==> src/rtl/mycpu_mem_pkg.sv <==
// rtl/mycpu_mem_pkg.sv - shared types and constants for the myCPU memory arbiter
package mycpu_mem_pkg;

   typedef enum logic [1:0] {
      IDLE  = 2'd0,
      ISSUE = 2'd1,
      WAIT  = 2'd2,
      RESP  = 2'd3
   } state_t;

   localparam logic INST = 1'b0;
   localparam logic DATA = 1'b1;

   localparam int DEF_ADDR_W = 32;
   localparam int DEF_DATA_W = 32;

endpackage

==> src/rtl/mycpu_rr_arb2.sv <==
// rtl/mycpu_rr_arb2.sv - combinational two-way round-robin pick
// grant[0] selects the fetch requester, grant[1] the memory-stage requester.
module mycpu_rr_arb2
   import mycpu_mem_pkg::*;
(
   input  logic       req_inst,
   input  logic       req_data,
   input  logic       last_grant,
   output logic [1:0] grant
);

   always_comb begin
      grant = 2'b00;
      if (req_inst && req_data) begin
         // On a collision the requester that did not win last time goes first.
         grant = (last_grant == INST) ? 2'b10 : 2'b01;
      end else begin
         grant = {req_data, req_inst};
      end
   end

endmodule

==> src/rtl/mycpu_mem_arbiter.sv <==
// rtl/mycpu_mem_arbiter.sv - fetch/memory-stage arbiter for the single shared SRAM-like port
// One transaction in flight; addr_ok at acceptance, data_ok one cycle after the memory completes.
module mycpu_mem_arbiter
   import mycpu_mem_pkg::*;
#(
   parameter int ADDR_W = DEF_ADDR_W,
   parameter int DATA_W = DEF_DATA_W
) (
   input  logic                clk,
   input  logic                rst,

   input  logic                inst_req,
   input  logic [ADDR_W-1:0]   inst_addr,
   output logic                inst_addr_ok,
   output logic                inst_data_ok,
   output logic [DATA_W-1:0]   inst_rdata,

   input  logic                data_req,
   input  logic                data_wr,
   input  logic [DATA_W/8-1:0] data_wstrb,
   input  logic [ADDR_W-1:0]   data_addr,
   input  logic [DATA_W-1:0]   data_wdata,
   output logic                data_addr_ok,
   output logic                data_data_ok,
   output logic [DATA_W-1:0]   data_rdata,

   output logic                mem_req,
   output logic                mem_wr,
   output logic [DATA_W/8-1:0] mem_wstrb,
   output logic [ADDR_W-1:0]   mem_addr,
   output logic [DATA_W-1:0]   mem_wdata,
   input  logic                mem_addr_ok,
   input  logic                mem_data_ok,
   input  logic [DATA_W-1:0]   mem_rdata
);

   state_t     state;
   state_t     next_state;
   logic       owner;
   logic       last_grant;
   logic [1:0] grant;
   logic       accept;
   logic       capture;

   mycpu_rr_arb2 u_arb (
      .req_inst   (inst_req),
      .req_data   (data_req),
      .last_grant (last_grant),
      .grant      (grant)
   );

   always_ff @(posedge clk) begin
      if (rst) begin
         state <= IDLE;
      end else begin
         state <= next_state;
      end
   end

   always_comb begin
      next_state   = state;
      inst_addr_ok = 1'b0;
      data_addr_ok = 1'b0;
      inst_data_ok = 1'b0;
      data_data_ok = 1'b0;
      mem_req      = 1'b0;
      capture      = 1'b0;
      case (state)
         IDLE: begin
            if (!rst && (grant != 2'b00)) begin
               inst_addr_ok = grant[0];
               data_addr_ok = grant[1];
               next_state   = ISSUE;
            end
         end
         ISSUE: begin
            mem_req = 1'b1;
            // A data_ok without addr_ok cannot belong to this request.
            if (mem_addr_ok) begin
               if (mem_data_ok) begin
                  capture    = 1'b1;
                  next_state = RESP;
               end else begin
                  next_state = WAIT;
               end
            end
         end
         WAIT: begin
            if (mem_data_ok) begin
               capture    = 1'b1;
               next_state = RESP;
            end
         end
         RESP: begin
            inst_data_ok = (owner == INST);
            data_data_ok = (owner == DATA);
            next_state   = IDLE;
         end
         default: next_state = IDLE;
      endcase
   end

   assign accept = inst_addr_ok | data_addr_ok;

   always_ff @(posedge clk) begin
      if (rst) begin
         mem_wr     <= 1'b0;
         mem_wstrb  <= '0;
         mem_addr   <= '0;
         mem_wdata  <= '0;
         owner      <= INST;
         last_grant <= INST;
         inst_rdata <= '0;
         data_rdata <= '0;
      end else begin
         if (accept) begin
            owner      <= grant[1] ? DATA : INST;
            last_grant <= grant[1] ? DATA : INST;
            if (grant[1]) begin
               mem_wr    <= data_wr;
               mem_wstrb <= data_wstrb;
               mem_addr  <= data_addr;
               mem_wdata <= data_wdata;
            end else begin
               mem_wr    <= 1'b0;
               mem_wstrb <= '0;
               mem_addr  <= inst_addr;
               mem_wdata <= '0;
            end
         end
         // Writes return zero so the owner never sees stale bus data.
         if (capture) begin
            if (owner == DATA) begin
               data_rdata <= mem_wr ? {DATA_W{1'b0}} : mem_rdata;
            end else begin
               inst_rdata <= mem_wr ? {DATA_W{1'b0}} : mem_rdata;
            end
         end
      end
   end

endmodule

==> config.mk <==
export PLATFORM = sky130hd
export DESIGN_NAME = mycpu_mem_arbiter
export DESIGN_NICKNAME = d
export VERILOG_FILES = /design/src/rtl/mycpu_mem_pkg.sv /design/src/rtl/mycpu_rr_arb2.sv /design/src/rtl/mycpu_mem_arbiter.sv
export SDC_FILE = /design/constraint.sdc
export NUM_CORES = 1
export LEC_CHECK = 0
export CAP_MARGIN = 20
export CELL_PAD_IN_SITES_DETAIL_PLACEMENT = 2
export CELL_PAD_IN_SITES_GLOBAL_PLACEMENT = 2
export CORE_ASPECT_RATIO = 0.8
export CORE_MARGIN = 2
export CORE_UTILIZATION = 33
export CTS_BUF_LIST = sky130_fd_sc_hd__clkbuf_4 sky130_fd_sc_hd__clkbuf_8
export CTS_CLUSTER_DIAMETER = 100
export CTS_CLUSTER_SIZE = 25
export DETAILED_ROUTE_END_ITERATION = 12
export DONT_BUFFER_PORTS = 1
export PLACE_DENSITY = 0.78
export SLEW_MARGIN = 10
export SYNTH_ARGS = -nofsm -noshare
export SYNTH_HDL_FRONTEND = slang
export SYNTH_HIERARCHICAL = 1
export SYNTH_SLANG_ARGS = --single-unit
==> constraint.sdc <==
create_clock -name clk -period 1.75 [get_ports clk]
set_input_delay 0 -clock clk [delete_from_list [all_inputs] [get_ports clk]]
set_output_delay 0 -clock clk [all_outputs]
set_load 0.01 [all_outputs]
==> run metrics, run 1 <==
status=complete, but fails checks; failing checks=negative setup slack; Max H-tree Level=4; antenna violations before repair=5; R2R setup slack=-30 ps; CTS tree=built; wire per inst=26.32 um; mux cell area share after synthesis=0.1724; Synth Area in XOR/XNOR=0; final worst setup slack=-33.55 ps; fmax=560.7 MHz; Chip Height=120.9 um; Worst Setup EP=data_rdata[23]; drt first pass iters=4; Final period util=1.019; pin count of the biggest net entering global routing=101; row count=42; grt ovf=0; final wirelength=25400 um; crit-path max FO=8; yosys warns=6; RR Startpoint=state[1]; Via-to-Cell Ratio=5.431; Netlist cell types=31; Die X=150.1 um; total track usage=0.2692; Synth async-reset ratio=0; Post-synth EDFFs=0; min cycle time layout=1784 ps; unrepaired setup endpoints after global routing=true; CTS Buffer Depth=2; Setup violations, final=5; Hold/Removal Path Class=input pin to flop; Leakage Power=0.003304 uW; Yosys reg bits=136; final instance area=0.007963 sq mm; detailed-route via count=5241; Starting Density=0.3392; share of cells above drive strength 1=0.1216; Post-Syn Nets=737; IO Pins=277; Layout area overhead=41.36%; routability cong.=0.7802; measured slew at the worst slew-check pin=630.4 ps; final hold vios=0; Final nets=870; number of global-route vias before repair=6101; post-synthesis compound-gate area fraction=0.1486; ys flop type=dfxtp_1; Syn Inst Count=594; port buffer count=0; clk_skew=17.21 ps; crit path launch type=flop; CTS sink cnt=136; DR iter-0 viols=162; largest family of logic cells by synthesized area=multiplexers; simple-gate share of the synthesized area=0.1255; clock slew seen by the registers of the worst setup and hold paths=80 ps; Pwr Density=1174 mW/mm^2; post-synthesis sequential area ratio=0.4833; crit path DAT=2130 ps; first-pass GRT wire length=36270 um; CP Data Required Time=2090 ps; Routed Antenna Nets=0; crit path capture type=flop; dpl cell area=0.005833 sq mm; WS Path Type=flop to flop; syn avg cell area=9.483 sq um; core area=0.01661 sq mm; Post-Syn Area=0.005633 sq mm; CP startpoint=state[1]; dpl hpwl=12620 um; storage element area=0.002725 sq mm; TritonCTS buffer count=17; DR DRC count=0; worst skew pair latency=470 ps; clk root buf=clkbuf_8; worst reg2reg path depth=6; Max IR drop VDD=0.5099 mV; pre-CTS setup slack=-133.7 ps; Max transition margin=0.5797; max-cap violations=0; post-synthesis adder-cell area fraction=0.008885; Layout fillers=1674; area of the die=0.01814 sq mm; Pins Over Slew Limit=0; multi-input logic area=0.002695 sq mm; worst r2r dst=data_rdata[23]
==> final cells by class <==
class | count | share of cell area
Multi-Input combinational cell | 397 | 0.3385
Antenna cell | 5 | 0.001571
Sequential cell | 136 | 0.3422
Clock buffer | 17 | 0.02938
Timing Repair Buffer | 168 | 0.2266
Clock inverter | 15 | 0.02388
Tap cell | 220 | 0.03457
Inverter | 7 | 0.003300
==> report_power, final <==
group          total [uW]  switching (uW)  internal [uW]
clock network        2880            1450           1440
registers            3930             476           3450
logic                2530            1420           1120
total                9340            3340           6010
==> worst max-delay path, stage by stage, from the launching register on <==
cell and delay [ps]:
dfxtp_2 350, inv_2 100, ha_2 220, a21oi_2 70, or3b_4 470, bufbuf_16 310
mux2i_2 150
==> how the worst min path moves through the flow <==
stage	startpoint	endpoint	slack (ps)	cells past startpoint
final	inst_req	mem_wdata[10]	40	4
after global routing	inst_req	mem_wdata[17]	40	4
after CTS	mem_data_ok	state[0]	-50	3
after detailed placement	rst	mem_wdata[12]	80	1
after global placement	rst	mem_wdata[12]	70	1
after floorplan	data_wdata[0]	mem_wdata[0]	140	2
==> stage by stage <==
step           hold slack, ps  setup TNS [ps]  total power (uW)  cells    util
2_1_floorplan           136.0               0              5133    594       -
3_3_place_gp            74.40               0              5547    776  0.3513
3_5_place_dp            75.47           -5272              5719    776  0.3513
4_1_cts                -48.44          -296.2              8961    951  0.4681
5_1_grt                 42.17           -1384              9738    965  0.4795
6_report                37.25          -85.92              9344    965  0.4795
==> state kept, by name (all words and copies together), names as in the netlist <==
name,count
data_rdata,32
inst_rdata,32
mem_addr,32
mem_wdata,32
mem_wstrb,4
state,2
last_grant,1
mem_wr,1
==> cells in the mapped netlist, types with 6 or more instances <==
library cell,instances,share of area
dfxtp_1,136,0.48
nand2_1,105,0.070
mux2i_1,97,0.17
a21oi_1,70,0.062
a211oi_1,32,0.043
nand3b_1,32,0.043
buf_2,24,0.021
clkbuf_1,24,0.016
o21ai_1,20,0.018
o21ai_0,18,0.016
inv_1,6,0.0040
==> cell families (layout without fill, tap and decap cells) <==
kind of cell               after synthesis  in the layout
and+or+nand+nor                        148            150
AOI/OAI and AO/OA                      146            146
DFF                                    136            136
muxes                                   97             97
buffers and inverters                   63            207
adders and majority gates                4              4
other                                    0              5
==> cells in the final DEF, fill, tap and decap left out, types with 2 or more instances in the layout <==
cell type | synthesis | routed
a21oi_1 | 70 | 69
nand2_1 | 105 | 104
o21ai_0 | 18 | 18
buf_6 | 4 | 2
diode_2 | 0 | 5
clkbuf_16 | 0 | 2
inv_1 | 6 | 3
inv_6 | 0 | 4
inv_2 | 1 | 4
nand3b_1 | 32 | 32
ha_2 | 0 | 2
buf_12 | 3 | 7
a21boi_4 | 0 | 2
bufinv_16 | 0 | 3
dfxtp_1 | 136 | 134
a211oi_1 | 32 | 31
clkinv_4 | 0 | 3
clkbuf_8 | 0 | 17
buf_4 | 0 | 15
mux2i_1 | 97 | 90
mux2i_2 | 0 | 6
o21ai_1 | 20 | 20
clkinvlp_4 | 0 | 3
buf_16 | 0 | 2
dlygate4sd3_1 | 0 | 139
dfxtp_2 | 0 | 2
==> layer usage <==
metal / vias up / track usage / share of wire
met5: - / 0 / 0
met4: 0 / 0.1539 / 0.043
met3: 81 / 0.09925 / 0.073
met2: 237 / 0.4957 / 0.53
met1: 2562 / 0.2565 / 0.35
li1: 2361 / - / -
==> timing repair <==
action,CTS,global route
setup buffers,1,5
gates cloned,3,3
hold buffers,139,1
hold endpoints to repair,136,1
endpoints found under the setup margin,79,92
pin swaps,2,2
resized for setup,8,21
(Power assumes the default switching activity.)
==> inputs of run 2 (changes only) <==
Settings changed: GPL_TIMING_DRIVEN from default to 0.
==> run 2 against run 1 <==
  * Highest routed layer unchanged
  * Die area is the same
  * Critical path depth up 1
  * Design area up 0.88%
  * Non-clock buffer count rose by 32
  * Register-to-register slack better by 60 ps
  * Clock power increased by 10%
  * The run now ends clean
  * Critical path type unchanged
  * Worst setup slack better by 62 ps
  * Via count rose by 4.0%
  * Clock skew increased by 4.3 ps
  * Wire length increased by 3.2%
  * Total power grew 2.7%
  * Largest cell class unchanged
  * First-iteration DRC count grew 48%
==> run metrics, run 2 (synthesis gave the netlist of run 1 again) <==
drt first pass iters=4 (unchanged); max-cap violations=0 (unchanged); first-pass GRT wire length=38140 um (+5.2%); Setup violations, final=0 (-5); share of cells above drive strength 1=0.1299 (+0.008249); min cycle time layout=1721 ps (-62.34 ps); IO Pins=277 (unchanged); hold_ws=140.6 ps (+103.3 ps); antenna violations before repair=6 (+1); WS Path Type=flop to flop; crit path DAT=2050 ps (-80 ps); Max IR drop VDD=0.5363 mV (+5.2%); grt ovf=0 (unchanged); storage element area=0.002734 sq mm (+0.32%); commonest non-fill, non-tap cells in the layout=dlygate4sd3_1 (137), dfxtp_1 (133), nand2_1 (104); fmax=581.0 MHz (+3.6%); Via-to-Cell Ratio=5.472 (+0.75%); Hold/Removal Path Class=input pin to flop; multi-input logic area=0.002669 sq mm (-0.97%); clock slew seen by the registers of the worst setup and hold paths=80 ps (about the same); DR DRC count=0 (unchanged); row count=42 (unchanged); clk_skew=21.47 ps (+4.258 ps); CTS Buffer Depth=2 (unchanged); Pins Over Slew Limit=0 (unchanged); CP Data Required Time=2080 ps (about the same); crit path launch type=flop; Pwr Density=1195 mW/mm^2 (+1.8%); Worst Setup EP=data_rdata[27]; most common cell after layout, fill and taps aside=dlygate4sd3_1; routability cong.=0.8122 (+4.1%); final hold vios=0 (unchanged); Layout area overhead=42.60%; Layout fillers=1691 (+1.0%); DR iter-0 viols=239 (+48%); CP max stage delay=390 ps (-80 ps); detailed-route via count=5450 (+4.0%); Crit-path slowest cell=or3b_1; worst skew pair latency=450 ps (-20 ps); CP startpoint=state[1]; dpl hpwl=14570 um (+16%); Chip Height=120.9 um (unchanged); Starting Density=0.3392 (unchanged); clk root buf=clkbuf_8; unrepaired setup endpoints after global routing=true; Max H-tree Level=4 (unchanged); number of global-route vias before repair=6294 (+3.2%); pin count of the biggest net entering global routing=17 (-83%); total track usage=0.2825 (+0.01330); Die X=150.1 um (unchanged); Leakage Power=0.003350 uW (+1.4%); Final nets=900 (+3.4%); final wirelength=26200 um (+3.2%); port buffer count=0 (unchanged); worst reg2reg path depth=7 (+1); crit path capture type=flop; CTS tree=built; Routed Antenna Nets=0 (unchanged); worst r2r dst=data_rdata[27]; R2R setup slack=30 ps (+60 ps); Final period util=0.9835 (-0.03562); status=completed; Cell Chain, Critical Path=inv_4, ha_4, nand2_2, or3b_1, buf_6, buf_12, mux2i_4; wire per inst=26.31 um (about the same); TritonCTS buffer count=17 (unchanged); measured slew at the worst slew-check pin=622.7 ps (-7.776 ps); RR Startpoint=state[1]; area of the die=0.01814 sq mm (unchanged); crit-path max FO=6 (-2); Max transition margin=0.5849 (+0.005184); CTS sink cnt=136 (unchanged); core area=0.01661 sq mm (unchanged); post-layout util=0.4837 (+0.004219)
==> run 2: per-stage QoR <==
step                      cell area, sq um  instances  setup slack, ps  power [uW]  setup TNS [ps]
after floorplan                       5633        594            107.0        5133               0
after global placement                5908        814           -68.46        5554           -4379
after detailed placement              5908        814           -299.7        5695          -17610
after CTS                             7846        984            13.10        9209               0
after global routing                  8033        996           -42.34        9995          -187.5
final                                 8033        996            28.79        9597               0
==> run 2: final cells by class <==
cell class | instances | area share
clock inverter | 14 | 0.02726
multi-input combinational | 395 | 0.3322
sequential | 136 | 0.3403
antenna | 6 | 0.001869
timing repair buffer | 145 | 0.1804
inverter | 7 | 0.003583
buffer | 55 | 0.04922
tap | 220 | 0.03427
clock buffer | 18 | 0.03084
==> run 2: routing by layer <==
layer  track usage  vias up  part of all wire
met4        0.1574        0             0.040
met3       0.09211       70             0.072
met2        0.5228      243              0.53
met1        0.2761     2726              0.35
li1              -     2411                 -
met5             0        -                 0
==> run 2: how the worst min path moves through the flow <==
stage | from | to | slack (ps) | cells after the start
floorplan | data_wdata[0] | mem_wdata[0] | 140 | 2
global placement | data_wdata[10] | mem_wdata[10] | 140 | 2
detailed placement | data_wdata[12] | mem_wdata[12] | 140 | 2
CTS | mem_addr_ok | data_rdata[0] | 90 | 4
global route | mem_addr_ok | inst_rdata[3] | 180 | 4
finish | mem_addr_ok | inst_rdata[3] | 140 | 4
==> run 2: repair_timing <==
action / in CTS / in global routing
pin swaps: 0 / 4
cloned: 0 / 1
resized for setup: 32 / 34
endpoints found under the hold margin: 136 / 0
endpoints found under the setup margin: 124 / 123
hold buffers: 137 / 0
setup buffers: 2 / 5
==> run 2: report_power, final <==
part / switching (uW) / internal [uW] / leakage, uW
Combinational: 1400 / 1070 / 0.00201
Sequential: 498 / 3460 / 0.00111
Clock: 1420 / 1750 / 0.000230
Total: 3320 / 6280 / 0.00335
==> run 2: critical path: cells and delay by family (launching register included) <==
kind	cells	cell delay [ps]
adder cells (fa/ha/maj)	1	260
buffers and inverters	3	350
flip-flops	1	380
multiplexers	1	180
AND/OR/NAND/NOR	2	430
